**config.mk**
```make
export PLATFORM = sky130hd
export DESIGN_NAME = ex_stage_mc
export DESIGN_NICKNAME = d
export VERILOG_FILES = /design/src/rtl/ex_pkg.sv /design/src/rtl/ex_muldiv_iter.sv /design/src/rtl/ex_stage_mc.sv
export SDC_FILE = /design/constraint.sdc
export NUM_CORES = 1
export LEC_CHECK = 0
export CAP_MARGIN = 30
export CORE_MARGIN = 3
export CORE_UTILIZATION = 50
export CTS_BUF_LIST = sky130_fd_sc_hd__clkbuf_2
export DETAILED_ROUTE_END_ITERATION = 8
export PLACE_DENSITY = 0.79
export REMOVE_ABC_BUFFERS = 1
export SETUP_SLACK_MARGIN = 0.02
export SKIP_LAST_GASP = 1
export SLEW_MARGIN = 0
export SYNTH_ARGS = -nofsm -noshare
export SYNTH_HDL_FRONTEND = slang
export SYNTH_SLANG_ARGS = --single-unit
```
**constraint.sdc**
```tcl
create_clock -name ClockInput -period 6 [get_ports ClockInput]
set_input_delay 1.2 -clock ClockInput [delete_from_list [all_inputs] [get_ports ClockInput]]
set_output_delay 1.2 -clock ClockInput [all_outputs]
set_load 0.005 [all_outputs]
```
**src/rtl/ex_pkg.sv**
```systemverilog
`default_nettype none
// ============================================================================
// Module      : ex_pkg
// Description : Shared definitions for the ex_stage_mc execute stage:
//               function codes, FSM state encoding and instruction fields.
// Revision    : 1.0 - initial release
// ============================================================================
package ex_pkg;

  // Instruction field positions
  localparam int ADDRCAL_BIT = 28;
  localparam int FUNC_MSB    = 27;
  localparam int FUNC_LSB    = 24;

  // Function codes
  localparam logic [3:0] FN_ADD  = 4'h0;
  localparam logic [3:0] FN_SUB  = 4'h1;
  localparam logic [3:0] FN_AND  = 4'h2;
  localparam logic [3:0] FN_OR   = 4'h3;
  localparam logic [3:0] FN_XOR  = 4'h4;
  localparam logic [3:0] FN_SLL  = 4'h5;
  localparam logic [3:0] FN_SRL  = 4'h6;
  localparam logic [3:0] FN_SLTU = 4'h7;
  localparam logic [3:0] FN_MUL  = 4'h8;
  localparam logic [3:0] FN_DIVU = 4'h9;
  localparam logic [3:0] FN_REMU = 4'hA;

  // Execute-stage FSM states
  typedef enum logic [1:0] {
    ST_IDLE   = 2'd0,
    ST_ITER   = 2'd1,
    ST_FINISH = 2'd2
  } ex_state_t;

endpackage
`default_nettype wire

```
**src/rtl/ex_muldiv_iter.sv**
```systemverilog
`default_nettype none
// ============================================================================
// Module      : ex_muldiv_iter
// Description : Iterative unsigned multiply / divide / remainder unit.
//               MUL is shift-add, LSB-first on the multiplier.
//               DIVU/REMU are restoring division, MSB-first on the dividend.
//               One step per cycle, WIDTH steps per operation.
// Ports       : clk, rst          - clock, async active-high reset
//               start             - latch operands and begin (func, a, b)
//               done              - high during the final step cycle
//               result            - valid from the edge after done until
//                                   the next start
// Revision    : 1.0 - initial release
// ============================================================================
module ex_muldiv_iter
  import ex_pkg::*;
#(
  parameter int WIDTH = 32
) (
  input  logic             clk,
  input  logic             rst,
  input  logic             start,
  input  logic [3:0]       func,
  input  logic [WIDTH-1:0] a,
  input  logic [WIDTH-1:0] b,
  output logic             done,
  output logic [WIDTH-1:0] result
);

  localparam int             CW   = $clog2(WIDTH);
  localparam logic [CW-1:0]  LAST = CW'(WIDTH - 1);

  logic             active;
  logic [CW-1:0]    count;
  logic [3:0]       op;
  // acc: product accumulator (MUL) or partial remainder (DIV)
  // opb: multiplicand shifted left (MUL) or divisor (DIV)
  // q  : multiplier shifted right (MUL) or dividend/quotient (DIV)
  logic [WIDTH-1:0] acc;
  logic [WIDTH-1:0] opb;
  logic [WIDTH-1:0] q;
  logic [WIDTH:0]   trial;
  logic [WIDTH:0]   diff;

  // Partial remainder is always below the divisor, so trial < 2*divisor and
  // the top bit of diff is a clean "trial < divisor" indicator.
  assign trial = {acc, q[WIDTH-1]};
  assign diff  = trial - {1'b0, opb};

  assign done   = active && (count == LAST);
  assign result = (op == FN_DIVU) ? q : acc;

  always_ff @(posedge clk or posedge rst) begin
    if (rst) begin
      active <= 1'b0;
      count  <= '0;
      op     <= '0;
      acc    <= '0;
      opb    <= '0;
      q      <= '0;
    end else if (start) begin
      active <= 1'b1;
      count  <= '0;
      op     <= func;
      acc    <= '0;
      opb    <= b;
      q      <= a;
    end else if (active) begin
      count <= count + 1'b1;
      if (count == LAST) begin
        active <= 1'b0;
      end
      if (op == FN_MUL) begin
        if (q[0]) begin
          acc <= acc + opb;
        end
        opb <= opb << 1;
        q   <= q >> 1;
      end else if (!diff[WIDTH]) begin
        acc <= diff[WIDTH-1:0];
        q   <= {q[WIDTH-2:0], 1'b1};
      end else begin
        acc <= trial[WIDTH-1:0];
        q   <= {q[WIDTH-2:0], 1'b0};
      end
    end
  end

endmodule
`default_nettype wire

```
**src/rtl/ex_stage_mc.sv**
```systemverilog
`default_nettype none
// ============================================================================
// Module      : ex_stage_mc
// Description : Execute stage with valid/ready handshakes. Single-cycle ALU
//               ops load the output register on the accept edge; MUL/DIVU/
//               REMU run through ex_muldiv_iter over WIDTH cycles.
// Ports       : ClockInput, ResetInput   - clock, async active-high reset
//               InValid/InReady          - upstream handshake
//               Instruction              - [28] AddrCal, [27:24] Function,
//                                          [OFFSET_WIDTH-1:0] offset
//               PriOperand, SecOperand   - operands A and B
//               OutValid/OutReady        - downstream handshake
//               Result, ZeroFlag, DivZero, IllegalOp - registered outputs
// Revision    : 1.0 - initial release
// ============================================================================
module ex_stage_mc
  import ex_pkg::*;
#(
  parameter int WIDTH        = 32,
  parameter int OFFSET_WIDTH = 20,
  parameter int MULDIV_EN    = 1
) (
  input  logic             ClockInput,
  input  logic             ResetInput,
  input  logic             InValid,
  output logic             InReady,
  input  logic [31:0]      Instruction,
  input  logic [WIDTH-1:0] PriOperand,
  input  logic [WIDTH-1:0] SecOperand,
  output logic             OutValid,
  input  logic             OutReady,
  output logic [WIDTH-1:0] Result,
  output logic             ZeroFlag,
  output logic             DivZero,
  output logic             IllegalOp
);

  localparam int SHW   = $clog2(WIDTH);
  localparam bit MD_ON = (MULDIV_EN != 0);

  ex_state_t        state;
  logic [3:0]       func;
  logic [WIDTH-1:0] op_a;
  logic [WIDTH-1:0] op_b;
  logic             accept;
  logic             out_free;
  logic             is_md_fn;
  logic             div_zero;
  logic             md_start;
  logic             sc_load;
  logic             md_done;
  logic [WIDTH-1:0] md_result;
  logic [WIDTH-1:0] sc_result;
  logic             sc_divzero;
  logic             sc_illegal;
  logic             unused_instr;

  // Bits outside the decoded fields are don't-care.
  assign unused_instr = ^Instruction;

  assign func = Instruction[FUNC_MSB:FUNC_LSB];
  assign op_a = PriOperand;
  assign op_b = Instruction[ADDRCAL_BIT]
              ? {{(WIDTH-OFFSET_WIDTH){1'b0}}, Instruction[OFFSET_WIDTH-1:0]}
              : SecOperand;

  assign out_free = !OutValid || OutReady;
  assign InReady  = (state == ST_IDLE) && out_free;
  assign accept   = InValid && InReady;

  assign is_md_fn = (func == FN_MUL) || (func == FN_DIVU) || (func == FN_REMU);
  assign div_zero = ((func == FN_DIVU) || (func == FN_REMU)) && (op_b == '0);
  // Divide-by-zero is resolved on the accept edge and never iterates.
  assign md_start = accept && MD_ON && is_md_fn && !div_zero;
  assign sc_load  = accept && !md_start;

  always_comb begin
    sc_result  = '0;
    sc_divzero = 1'b0;
    sc_illegal = 1'b0;
    case (func)
      FN_ADD:  sc_result = op_a + op_b;
      FN_SUB:  sc_result = op_a - op_b;
      FN_AND:  sc_result = op_a & op_b;
      FN_OR:   sc_result = op_a | op_b;
      FN_XOR:  sc_result = op_a ^ op_b;
      FN_SLL:  sc_result = op_a << op_b[SHW-1:0];
      FN_SRL:  sc_result = op_a >> op_b[SHW-1:0];
      FN_SLTU: sc_result = {{(WIDTH-1){1'b0}}, (op_a < op_b)};
      // With MD_ON, a MUL never takes the single-cycle path.
      FN_MUL:  sc_illegal = !MD_ON;
      FN_DIVU: begin
        if (MD_ON) begin
          sc_result  = '1;
          sc_divzero = 1'b1;
        end else begin
          sc_illegal = 1'b1;
        end
      end
      FN_REMU: begin
        if (MD_ON) begin
          sc_result  = op_a;
          sc_divzero = 1'b1;
        end else begin
          sc_illegal = 1'b1;
        end
      end
      default: sc_illegal = 1'b1;
    endcase
  end

  ex_muldiv_iter #(
    .WIDTH (WIDTH)
  ) u_muldiv (
    .clk    (ClockInput),
    .rst    (ResetInput),
    .start  (md_start),
    .func   (func),
    .a      (op_a),
    .b      (op_b),
    .done   (md_done),
    .result (md_result)
  );

  always_ff @(posedge ClockInput or posedge ResetInput) begin
    if (ResetInput) begin
      state     <= ST_IDLE;
      OutValid  <= 1'b0;
      Result    <= '0;
      ZeroFlag  <= 1'b0;
      DivZero   <= 1'b0;
      IllegalOp <= 1'b0;
    end else begin
      case (state)
        ST_IDLE:   if (md_start) state <= ST_ITER;
        ST_ITER:   if (md_done)  state <= ST_FINISH;
        ST_FINISH: if (out_free) state <= ST_IDLE;
        default:   state <= ST_IDLE;
      endcase

      if (sc_load) begin
        OutValid  <= 1'b1;
        Result    <= sc_illegal ? '0 : sc_result;
        ZeroFlag  <= sc_illegal ? 1'b1 : (sc_result == '0);
        DivZero   <= sc_divzero && !sc_illegal;
        IllegalOp <= sc_illegal;
      end else if ((state == ST_FINISH) && out_free) begin
        OutValid  <= 1'b1;
        Result    <= md_result;
        ZeroFlag  <= (md_result == '0);
        DivZero   <= 1'b0;
        IllegalOp <= 1'b0;
      end else if (OutValid && OutReady) begin
        OutValid  <= 1'b0;
      end
    end
  end

endmodule
`default_nettype wire

```
==> PnR_summary.wiki <==
{| class="wikitable"
! Metric !! Value
|-
| Initial antenna violation count || 6
|-
| Cell at the root of the clock tree || clkbuf_2
|-
| Biggest area contributors in the synthesized netlist || dfrtp_1 18%, ha_1 10%, mux2i_1 7.7%, a21oi_1 6.3%, o21ai_0 5.3%
|-
| Flop and latch count out of synthesis || 144
|-
| Slew @ Worst Pin || 0.963 ns
|-
| Filler cell count in the final layout || 3576
|-
| Detail Placement HPWL || 80200 um
|-
| Initial core utilization || 51.2%
|-
| Class of the tightest hold or removal check || reg -> reg
|-
| Die Footprint || 0.0435 sq mm
|-
| DRC violation count after routing || 0
|-
| Routed wirelength normalized by instance count || 27.8 um
|-
| Count of H-tree levels built during CTS || 4
|-
| Routed via count divided by cell count || 6.87
|-
| Mean instance size in the synthesized netlist || 7.52 sq um
|-
| Logic depth of the worst register-to-register path || 19
|-
| Cells traversed along the worst timing path || clkdlybuf4s50_1, mux2i_4, inv_2, ha_1, fa_1, a211oi_1, nor3_1, a221oi_1, o32ai_1, or4_1, or4_1, nor4_1, buf_4, nand4_1, nor4_1, nand4_1, o31ai_2
|-
| Final weighted congestion in routability-driven placement || 1.10
|-
| CTS tree || yes
|-
| # hold bufs at CTS || 0
|-
| Die X-Extent || 209 um
|-
| Area post-placement || 0.0245 sq mm
|-
| Primary flip-flop cell chosen by synthesis mapping || dfrtp_1
|-
| Worst IR Drop VDD || 0.000287 V
|-
| Clock buffer depth || 2
|-
| Highest cell delay on the worst timing path || 0.68 ns
|-
| Post-synth EDFFs || 0
|-
| Number of post-CTS setup repair buffers || 0
|-
| Max_slew headroom || 35.6%
|-
| Count of yosys warnings during synthesis || 0
|-
| Final Routed Wirelength || 99100 um
|-
| Crit path kind || in -> reg
|-
| Count of final max-slew check failures || 0
|-
| Count of mapped cells out of synthesis || 2730
|-
| Total number of placement rows || 73
|-
| Leading area contributor after synthesis || dfrtp_1
|-
| Vias || 24498
|-
| CP max-delay cell || or4_1
|-
| Maximum number of pins on one net before global-route repair || 74
|-
| Most common library cell in the layout ignoring fill and taps || buf_4
|-
| Total grt overflow || 0
|-
| Total power per unit cell area || 407 mW/mm^2
|-
| Worst endpoint required time || 6.75 ns
|-
| TritonRoute pass-1 iters || 7
|-
| Number of nets still failing antenna checks after routing || 0
|-
| Startpoint type of the worst setup path || input port
|-
| Final Instance Area || 0.0247 sq mm
|-
| Number of distinct library cell variants in the gate-level netlist after synthesis || 85
|-
| Number of cells after detailed placement || 3532
|-
| Post-route non-filler standard cell count || 3567
|-
| Leakage power of the design || 10.9 nW
|-
| Gates resized, CTS repair || 0
|-
| Max FO, Critical Path || 3
|-
| Sequential share of the synthesized area || 17.6%
|-
| Io pins || 137
|-
| Most used cells in the layout excluding fill and tap cells || 335 x buf_4, 263 x nand2_1, 257 x a21oi_1, 249 x nor2_1, 217 x o21ai_0
|-
| DRT iter0 DRCs || 3384
|-
| Worst hold path cell count || 1
|-
| Final setup violation count || 0
|-
| Post-route clock skew || 0.0559 ns
|-
| Fin crit share || 93.6%
|-
| Overall routing resource usage || 43.8%
|-
| Net count reported at finish || 3299
|-
| Ratio of cells with drive above 1 in the final layout || 15.6%
|-
| Later-pin clock latency in the skew report || 0.81 ns
|-
| Final hold viol count || 0
|-
| Chip Height || 209 um
|-
| Count of input and output buffers || 129
|-
| Setup repair after global routing missed its margin || false
|-
| Core Footprint || 0.0401 sq mm
|-
| CP endpoint kind || register
|-
| Async S/R FF share, synth || 100%
|-
| Top-area cell type share of the netlist area || 17.6%
|-
| Clock buffer count from CTS || 17
|-
| Post-synthesis instance area || 0.0205 sq mm
|-
| Clk pin slew, worst setup/hold paths || 0.24 ns
|-
| Shortest clock period the worst path allows after layout || 5.61 ns
|-
| Outcome || completed
|-
| Max frequency || 178 MHz
|-
| Total clock sinks || 144
|-
| Wire length of the first global-routing pass || 146000 um
|-
| Growth of design area from synthesis to finish || 20.4%
|-
| Arrival time of the worst setup path || 6.37 ns
|-
| # Max-Cap Violations || 0
|-
| Vias in the first global route || 23282
|}
[cell usage after synthesis, drive strengths merged, types with 8 or more instances]
cell	n
nor3	53
nor2b	26
nor2	250
ha	169
dfrtp	144
a221o	18
a22o	11
inv	150
nand4	18
o221ai	21
o21a	12
o21ai	218
a21oi	258
a31oi	23
clkbuf	156
and3	16
or3	14
a211oi	46
xor2	24
nor4	31
a221oi	23
xnor2	49
buf	37
a21o	47
or4	11
nand3	84
or2	8
o31ai	18
nand2b	33
o211ai	61
o21bai	16
o22ai	26
a22oi	24
o2111ai	9
mux4	41
a211o	8
nand2	264
and2	16
a311oi	8
mux2	22
mux2i	163
[worst paths after layout]
kind	from	to	slack (ns)
worst max-delay path	SecOperand[0]	ZeroFlag	0.39
min in group asynchronous	ResetInput	ZeroFlag	0.85
worst min-delay path	IllegalOp	IllegalOp	0.53
worst min register to register	IllegalOp	IllegalOp	0.53
worst max register to register	u_muldiv.q[31]	u_muldiv.acc[7]	0.87
max in group asynchronous	ResetInput	u_muldiv.q[11]	4.04
[through the flow]
stage | TNS, ns | worst slack (ns) | hold slack (ns) | total power [mW] | util (%)
2_1_floorplan | -162.76 | -2.20 | 0.455 | 6.86 | -
3_3_place_gp | -0.223 | -0.223 | 0.472 | 8.98 | 61.0
3_5_place_dp | -0.335 | -0.335 | 0.478 | 9.25 | 61.0
4_1_cts | 0 | 0.543 | 0.527 | 9.84 | 61.6
5_1_grt | 0 | 0.257 | 0.555 | 10.8 | 61.6
6_report | 0 | 0.385 | 0.530 | 10.0 | 61.6
[final cells by class]
cell class	instances	area [sq um]	share of cell area (%)
clock buffers	17	85.1	0.344
inverters	151	572	2.31
flip-flops and latches	144	3600	14.6
diodes	3	7.51	0.0304
multi-input cells	2242	15700	63.6
repair buffers	470	3920	15.9
clock inverters	15	143	0.577
well taps	525	657	2.66
[critical path, delay by kind of cell]
family                   cells  cell delay, ns
multiplexers                 1            0.25
adder cells (fa/ha/maj)      2            0.64
AO/OA/AOI/OAI                4            1.01
AND/OR/NAND/NOR              7            2.56
buffers and inverters        3            0.71
[power breakdown]
part,switching (mW),total (mW),internal [mW]
sequential,0.652,2.09,1.44
combinational,4.18,7.39,3.21
clock,0.380,0.566,0.186
[state kept, by name, indices dropped and copies added, names as in the netlist]
signal / cells
state: 2
OutValid: 1
u_muldiv.q: 32
u_muldiv.acc: 32
u_muldiv.count: 5
u_muldiv.active: 1
DivZero: 1
Result: 32
u_muldiv.op: 4
u_muldiv.opb: 32
IllegalOp: 1
ZeroFlag: 1
[metal layers]
metal | track usage [%] | vias up | part of all wire, %
li1 | - | 10721 | -
met1 | 55.2 | 11600 | 37
met2 | 68.5 | 1772 | 44
met3 | 10.6 | 399 | 12
met4 | 25.4 | 6 | 7.3
met5 | 0 | - | 0.036
[logic make-up after synthesis]
| group | synth area share, % |
|---|---|
| AO/OA/AOI/OAI | 28.8 |
| XOR/XNOR | 3.23 |
| AND/OR/NAND/NOR | 19.3 |
| adder cells (fa/ha/maj) | 10.7 |
| buffers and inverters | 6.49 |
| multiplexers | 14.0 |
| flip-flops | 17.6 |
(Power assumes the default switching activity.)
